<file path="config.mk">
export PLATFORM = sky130hd
export DESIGN_NAME = fifo_wctrl_m_w
export DESIGN_NICKNAME = d
export VERILOG_FILES = /design/src/rtl/fifo_wctrl_m_w.sv
export SDC_FILE = /design/constraint.sdc
export NUM_CORES = 1
export LEC_CHECK = 0
export ABC_CLOCK_PERIOD_IN_PS = 3600
export CAP_MARGIN = 10
export CORE_UTILIZATION = 30
export DETAILED_ROUTE_END_ITERATION = 10
export PLACE_DENSITY = 0.83
export REMOVE_ABC_BUFFERS = 1
export SLEW_MARGIN = 20
export SYNTH_ARGS = -nofsm -noshare
export SYNTH_HDL_FRONTEND = slang
export SYNTH_SLANG_ARGS = --single-unit
</file>
<file path="constraint.sdc">
create_clock -name wclk -period 3.6 [get_ports wclk]
set_input_delay 0.72 -clock wclk [delete_from_list [all_inputs] [get_ports wclk]]
set_output_delay 0.72 -clock wclk [all_outputs]
set_load 0.01 [all_outputs]
</file>
<file path="src/rtl/fifo_wctrl_m_w.sv">
// Write-side controller for the M->W async FIFO (wclk domain).
// Owns the binary/Gray write pointers and the registered full/almost-full flags.
module fifo_wctrl_m_w #(
  parameter int ADDRSIZE     = 4,
  parameter int DATASIZE     = 37,
  parameter int AFULL_THRESH = 2
) (
  input  logic                wclk,
  input  logic                wrst_n,
  input  logic [DATASIZE-1:0] s_wdata,
  input  logic                s_wvalid,
  output logic                s_wready,
  input  logic [ADDRSIZE:0]   wq2_rptr,
  output logic [DATASIZE-1:0] wdata,
  output logic [ADDRSIZE-1:0] waddr,
  output logic                wpush,
  output logic                wfull,
  output logic                walmost_full,
  output logic [ADDRSIZE:0]   wptr,
  output logic [ADDRSIZE:0]   wcount,
  output logic                wburst_done
);

  localparam int DEPTH = 1 << ADDRSIZE;
  localparam logic [ADDRSIZE:0] AF_LVL =
    (ADDRSIZE+1)'(DEPTH - AFULL_THRESH);

  logic [ADDRSIZE:0] wbin;
  logic [ADDRSIZE:0] wbin_next;
  logic [ADDRSIZE:0] wgray_next;
  logic [ADDRSIZE:0] rbin;
  logic [ADDRSIZE:0] full_cmp;
  logic [ADDRSIZE:0] used_next;
  logic              accept;
  logic              wfull_next;
  logic              wafull_next;

  assign accept = s_wvalid & s_wready;
  assign wpush  = accept;
  assign wdata  = s_wdata;
  assign waddr  = wbin[ADDRSIZE-1:0];

  always_comb begin
    rbin = '0;
    for (int i = 0; i <= ADDRSIZE; i++)
      rbin[i] = ^(wq2_rptr >> i);
  end

  assign wbin_next  = wbin + (ADDRSIZE+1)'(accept);
  assign wgray_next = (wbin_next >> 1) ^ wbin_next;

  // Full when the write pointer has lapped the read pointer once.
  assign full_cmp = {~wq2_rptr[ADDRSIZE:ADDRSIZE-1],
                     wq2_rptr[ADDRSIZE-2:0]};

  assign wfull_next  = (wgray_next == full_cmp);
  assign used_next   = wbin_next - rbin;
  assign wafull_next = (used_next >= AF_LVL);
  assign wcount      = wbin - rbin;

  always_ff @(posedge wclk) begin
    if (!wrst_n) begin
      wbin         <= '0;
      wptr         <= '0;
      wfull        <= 1'b0;
      walmost_full <= 1'b0;
      s_wready     <= 1'b0;
      wburst_done  <= 1'b0;
    end else begin
      wbin         <= wbin_next;
      wptr         <= wgray_next;
      wfull        <= wfull_next;
      walmost_full <= wafull_next;
      s_wready     <= ~wfull_next;
      wburst_done  <= accept & s_wdata[DATASIZE-1];
    end
  end

endmodule

</file>
==> results.json <==
{
  "outcome": "finished clean",
  "crit_path_cell_trace": "buf_6, xnor3_2, xor2_2, xnor2_2, ha_2, inv_2, fa_2, a21o_1, a21oi_2, xnor2_1, buf_2",
  "grt_pass1_wl_um": 5530,
  "synth_ff_type": "dfxtp_1",
  "cts_made_buffers": 3,
  "synth_top_area_cell": "buf_4",
  "synthArstFlopShare_pct": 0,
  "synth_edf_count": 0,
  "maxSlewHeadroom_pct": 74.8,
  "post-route-drc-count": 0,
  "worstSetupPathType": "input pin to primary output",
  "p_sw_share_pct": 31.5,
  "yosysTopAreaCellShare_pct": 22.3,
  "die-area_um2": 4420,
  "crit_required_ns": 2.88,
  "final_cells": 194,
  "hold_viol_final": 0,
  "fin_ws_ns": 0.0626,
  "path_max_fanout": 2,
  "routed_wl_um": 3860,
  "grt_pass1_vias": 893,
  "critPathCaptureType": "primary output",
  "rows": 23,
  "nNetsFinal": 201,
  "cp_slowest_stage_delay_ns": 0.44,
  "cpMaxStageDelayCell": "xnor3_2",
  "grt_usage_pct": 18.5,
  "initial_utilization_pct": 31.2,
  "vdd_drop_max_mv": 0.103,
  "via_count": 925,
  "io_pins": 101,
  "area_growth_pct": 17.6,
  "cts_buffer_depth": 2,
  "dr.pass1.iters": 3,
  "whs_ns": 0.681,
  "comb_power_share_pct": 45.6,
  "sequentialPowerShare_pct": 29.5,
  "internal_power_uw": 361,
  "syn_area_um2": 1250,
  "tritoncts": "built",
  "cts_root_buf": "clkbuf_8",
  "maxSlewViolCount": 0,
  "setup_viol": 0,
  "post_drt_wl_per_cell_um": 19.9,
  "synth.most_common_cell": "buf_4",
  "p_clk_share_pct": 24.9,
  "synth_area_leaders": "buf_4, dfxtp_1, ha_1, xnor2_1, xnor3_1",
  "antenna_found_initial": 0,
  "drt_iter0_drc": 20,
  "clkSinkCount": 13,
  "synth-seq-cells": 13,
  "core-area_um2": 4000,
  "synth_warnings": 0,
  "die_x_um": 66.5,
  "worstHoldPathType": "flop to flop",
  "gp_congestion": 0.736,
  "timing.final.crit_period_ns": 3.54,
  "num_antenna_cells": 0,
  "fillers": 394,
  "grt.overflow.total": 0,
  "grt_max_degree": 10,
  "htreeDepth": 1,
  "clk_pin_slew_ns": 0.06,
  "leakage_uw": 0.000669,
  "syn_inst": 137,
  "tightest_slew_ns": 0.375,
  "final_antenna_net_count": 0,
  "portBuffers": 28,
  "drive_gt1_share_pct": 25.0,
  "power.density_nw_per_um2": 359,
  "ys_seq_area_share_pct": 20.9,
  "maxCapViolCount": 0,
  "syn_area_per_cell_um2": 9.11,
  "start_kind": "input pin",
  "power.switching_uw": 166,
  "vias_per_cell": 4.77,
  "critPathArrivalTime_ns": 2.82,
  "fin_crit_sh_pct": 98.3,
  "synth_common_cells": "buf_4, dfxtp_1, nor2_1, xnor2_1",
  "skew_ns": 0.00456,
  "place_ws_ns": -0.859,
  "clkLatencyLatePin_ns": 0.25,
  "dp.cells": 186,
  "timing.fmax_mhz": 283,
  "rsz0062_at_grt": "yes",
  "place_hpwl_um": 3160,
  "die_y_um": 66.5,
  "ys_types": 33
}
state kept, by name, indices dropped and copies added, names as in the netlist:
register,cells
wbin,5
wfull,1
wptr,4
walmost_full,1
wburst_done,1
s_wready,1
layout make-up:
cell class                      count  area (um2)  share of cell area [%]
Inverter                           10        37.5                    2.56
Clock buffer                        3        41.3                    2.82
Sequential cell                    13         260                    17.7
Tap cell                           50        62.6                    4.27
Multi-Input combinational cell     76         692                    47.2
Timing Repair Buffer               41         368                    25.1
Clock inverter                      1        5.00                   0.341
repair_timing:
action,CTS,global route
resized for setup,20,5
setup endpoints to repair,5,3
buffers inserted,2,2
pin swaps,7,8
hold buffers,0,0
layer usage:
layer / vias up / track usage (%) / wire length [um]
li1: 427 / - / -
met1: 422 / 22.6 / 1650
met2: 71 / 20.2 / 1330
met3: 5 / 16.8 / 817
met4: 0 / 8.51 / 58
met5: - / 9.72 / 0
through the flow:
stage	setup TNS (ns)	total power, uW	cell area (um2)	utilization, %
after floorplan	-0.00355	282	965	-
after global placement	-2.01	380	1380	34.4
after detailed placement	-2.39	387	1380	34.4
after CTS	0	519	1450	36.1
after global routing	-0.0233	562	1470	36.7
final	0	527	1470	36.7
power groups by stage:
| stage | Combinational [uW] | Clock (uW) | Sequential [uW] |
|---|---|---|---|
| 6_report | 240 | 131 | 155 |
| 5_1_grt | 264 | 142 | 156 |
| 4_1_cts | 232 | 132 | 155 |
| 3_5_place_dp | 229 | 0 | 158 |
| 3_3_place_gp | 222 | 0 | 158 |
| 2_1_floorplan | 121 | 0 | 161 |
worst max-delay path, delay by kind of cell:
kind	cells	cell delay [ns]
AO/OA/AOI/OAI	2	0.34
buffers and inverters	3	0.25
adder cells (fa/ha/maj)	2	0.55
XOR/XNOR	4	0.95
final timing paths:
path	end	from	cells past startpoint	slack, ns
worst max-delay path	wcount[4]	wq2_rptr[4]	11	0.06
worst min-delay path	wbin[0]$_SDFF_PN0_	wbin[0]$_SDFF_PN0_	2	0.68
worst max register to register	walmost_full$_SDFF_PN0_	wbin[0]$_SDFF_PN0_	9	1.16
worst min register to register	wbin[0]$_SDFF_PN0_	wbin[0]$_SDFF_PN0_	2	0.68
cells in the final DEF, fill, tap and decap left out, types with 2 or more instances in the layout:
cell / n
and2_2: 2
clkbuf_8: 3
a21o_1: 2
nor3_1: 2
and2_1: 3
a221oi_2: 2
xnor3_1: 2
ha_1: 8
xor2_1: 6
xor2_2: 2
clkdlybuf4s50_1: 20
dlygate4sd2_1: 3
nand3_1: 3
nor2_1: 11
buf_4: 13
dfxtp_1: 13
inv_1: 8
xnor2_1: 9
a21oi_1: 4
logic make-up (layout without fill, tap and decap cells):
family	after synthesis	count (layout)	share of synthesized area, %
AND/OR/NAND/NOR	30	30	13.5
adder cells (fa/ha/maj)	11	11	12.2
AO/OA/AOI/OAI	13	13	8.12
multiplexers	1	1	0.903
flip-flops	13	13	20.9
buffers and inverters	48	55	25.7
XOR/XNOR	21	21	18.7
Note: power is estimated with default switching activity, not from simulation.
==> edit: new RTL, same settings <==
The parameter `ADDRSIZE` goes from 4 to 5.
--- a/src/rtl/fifo_wctrl_m_w.sv
+++ b/src/rtl/fifo_wctrl_m_w.sv
@@ -2,5 +2,5 @@
 // Owns the binary/Gray write pointers and the registered full/almost-full flags.
 module fifo_wctrl_m_w #(
-  parameter int ADDRSIZE     = 4,
+  parameter int ADDRSIZE     = 5,
   parameter int DATASIZE     = 37,
   parameter int AFULL_THRESH = 2
Interface: changed (resized waddr, wcount, wptr and wq2_rptr); port bits go from 101 to 105. No check against the original RTL was run, so the function may have changed too.
==> edit against the unedited design <==
  * The run now ends with negative setup slack left
  * Sequential cell count grew 2
  * Via count grew 22%
  * Count of clock-buffer cells in the layout grew 1
  * Synthesized area grew 20%
  * Register-to-register slack lost 0.17 ns
  * Final area grew 30%
  * Global-route usage shrank 0.20 points
  * Worst setup slack lost 0.12 ns
  * Maximum frequency shrank 3.3%
  * Sequential power grew 13%
  * Routed wire length grew 18%
  * Power grew 24%
  * Clock skew shrank 0.0028 ns
  * Critical endpoint is now wcount[5]
  * Highest routed layer is now met5
==> edit: results (changes against the unedited design) <==
Status = complete, but fails checks
Failing checks = negative setup slack
GR Util met1 = 24.7% (+2.1 points)
Seq/Total Area, Yosys = 20.1% (-0.75 points)
Clock power share = 21.1% (-3.8 points)
Initial antenna violation count = 0 (unchanged)
Peak VDD IR = 0.000179 V (+74%)
Max Root-Sink Buffers = 2 (unchanged)
Vias = 1130 (+22%)
Most used DFF post-synth = dfxtp_1
Post-DP Area = 1770 um2 (+28%)
Critical-path top delay cell = dlygate4sd2_1
Flop pwr share = 26.6% (-2.9 points)
Commonest cells in the netlist = 37 x buf_4, 15 x dfxtp_1, 15 x xnor2_1
Share of synthesized registers carrying an async set or reset = 0% (unchanged)
Worst reg-to-reg setup slack = 0.99 ns (-0.17 ns)
Nets@finish = 246 (+22%)
WP data arrival = 2.94 ns (+0.12 ns)
Biggest regs = wbin (6), wptr (5)
Starting DRT DRC Count = 24 (+20%)
Combinational group power = 342 uW (+43%)
Critical path origin = wq2_rptr[3]
Met3 GRT Util = 13.3% (-3.4 points)
Setup violators final = 2 (+2)
Design area = 1900 um2 (+30%)
Total GRT Usage = 18.3% (-0.20 points)
DR pass1 iterations = 4 (+1)
Gpl congestion = 0.819 (+11%)
First-pass GRT wire length = 6820 um (+23%)
Top post-synthesis cells by area = dfxtp_1 20%, buf_4 19%, ha_1 10%
IO Port Bufs = 32 (+14%)
Filler cells = 487 (+24%)
Library cells used by synthesis = 36 (+9.1%)
Hold Path End = wbin[4]
Post-route setup slack = -0.0570 ns (-0.120 ns)
Average wire per cell in the routed design = 18.1 um (-8.9%)
Grt met2 use = 23.5% (+3.3 points)
Slowest cell delay on critical path = 0.28 ns (-0.16 ns)
HP Start = wbin[4]
Hold depth = 2 (unchanged)
R2R depth = 10 (+1)
CTS Root Cell = clkbuf_8
FF-to-FF Start = s_wready
Crit path to = wcount[5]
Slew margin rel. = 70.5% (-4.3 points)
Largest net degree at the start of global routing = 16 (+6)
H-tree depth = 1 (unchanged)
Clock Skews = 0.00171 ns (-0.00285 ns)
Delay-heaviest family, CP = XOR/XNOR gates
Share of layout cells above drive strength 1 = 33.5% (+8.5 points)
Post-DP HPWL = 3480 um (+10%)
Total CTS buffers = 3 (unchanged)
Leakage = 0.857 nW (+28%)
Crit Path Max Fanout = 2 (unchanged)
CTS clk-pin slew, worst paths = 0.06 ns (about the same)
Int Pwr = 439 uW (+22%)
==> edit: area by class of cell <==
cell class              instances  area [um2]  area share [%]
multi-input cells              97         935            49.1
repair buffers                 58         498            26.2
flip-flops and latches         15         300            15.8
well taps                      67        83.8            4.40
clock buffers                   4        45.0            2.37
inverters                      11        41.3            2.17
==> edit: worst reg2reg max path, stage by stage (launching register included) <==
cell      delay (ns)
dfxtp_1         0.32
and2_1          0.17
ha_1            0.28
ha_1            0.25
xor2_2          0.20
ha_1            0.31
or2_2           0.32
a21bo_2         0.21
a21o_1          0.18
a211oi_2        0.18
o21a_1          0.14
==> edit: repair_timing <==
item / 4_1_cts / 5_1_grt
setup endpoints to repair: 7 / 5
setup buffers: 1 / 2
resized for setup: 40 / 11
pin swaps: 9 / 12
==> edit: through the flow <==
stage               setup WS, ns  std cells  util [%]  hold slack [ns]  setup TNS, ns
floorplan                 0.0719        123         -            0.680              0
global placement          -0.865        245      37.1            0.695          -4.30
detailed placement        -0.937        245      37.1            0.712          -4.90
CTS                      -0.0490        250      38.8            0.724        -0.0614
global route              -0.241        252      40.0            0.769         -0.490
finish                   -0.0570        252      40.0            0.718        -0.0816
==> edit: logic make-up after synthesis <==
logic type | after synthesis | synth area share (%)
AND/OR/NAND/NOR | 32 | 13.2
buffers and inverters | 51 | 23.1
adder cells (fa/ha/maj) | 14 | 12.7
XOR/XNOR | 30 | 20.6
AO/OA/AOI/OAI | 21 | 10.2
flip-flops | 15 | 20.1
==> edit: per-layer routing <==
metal | up-vias | part of all wire (%)
met5 | - | 0.74
met4 | 2 | 0
met3 | 2 | 13
li1 | 526 | -
met1 | 537 | 47
met2 | 63 | 39
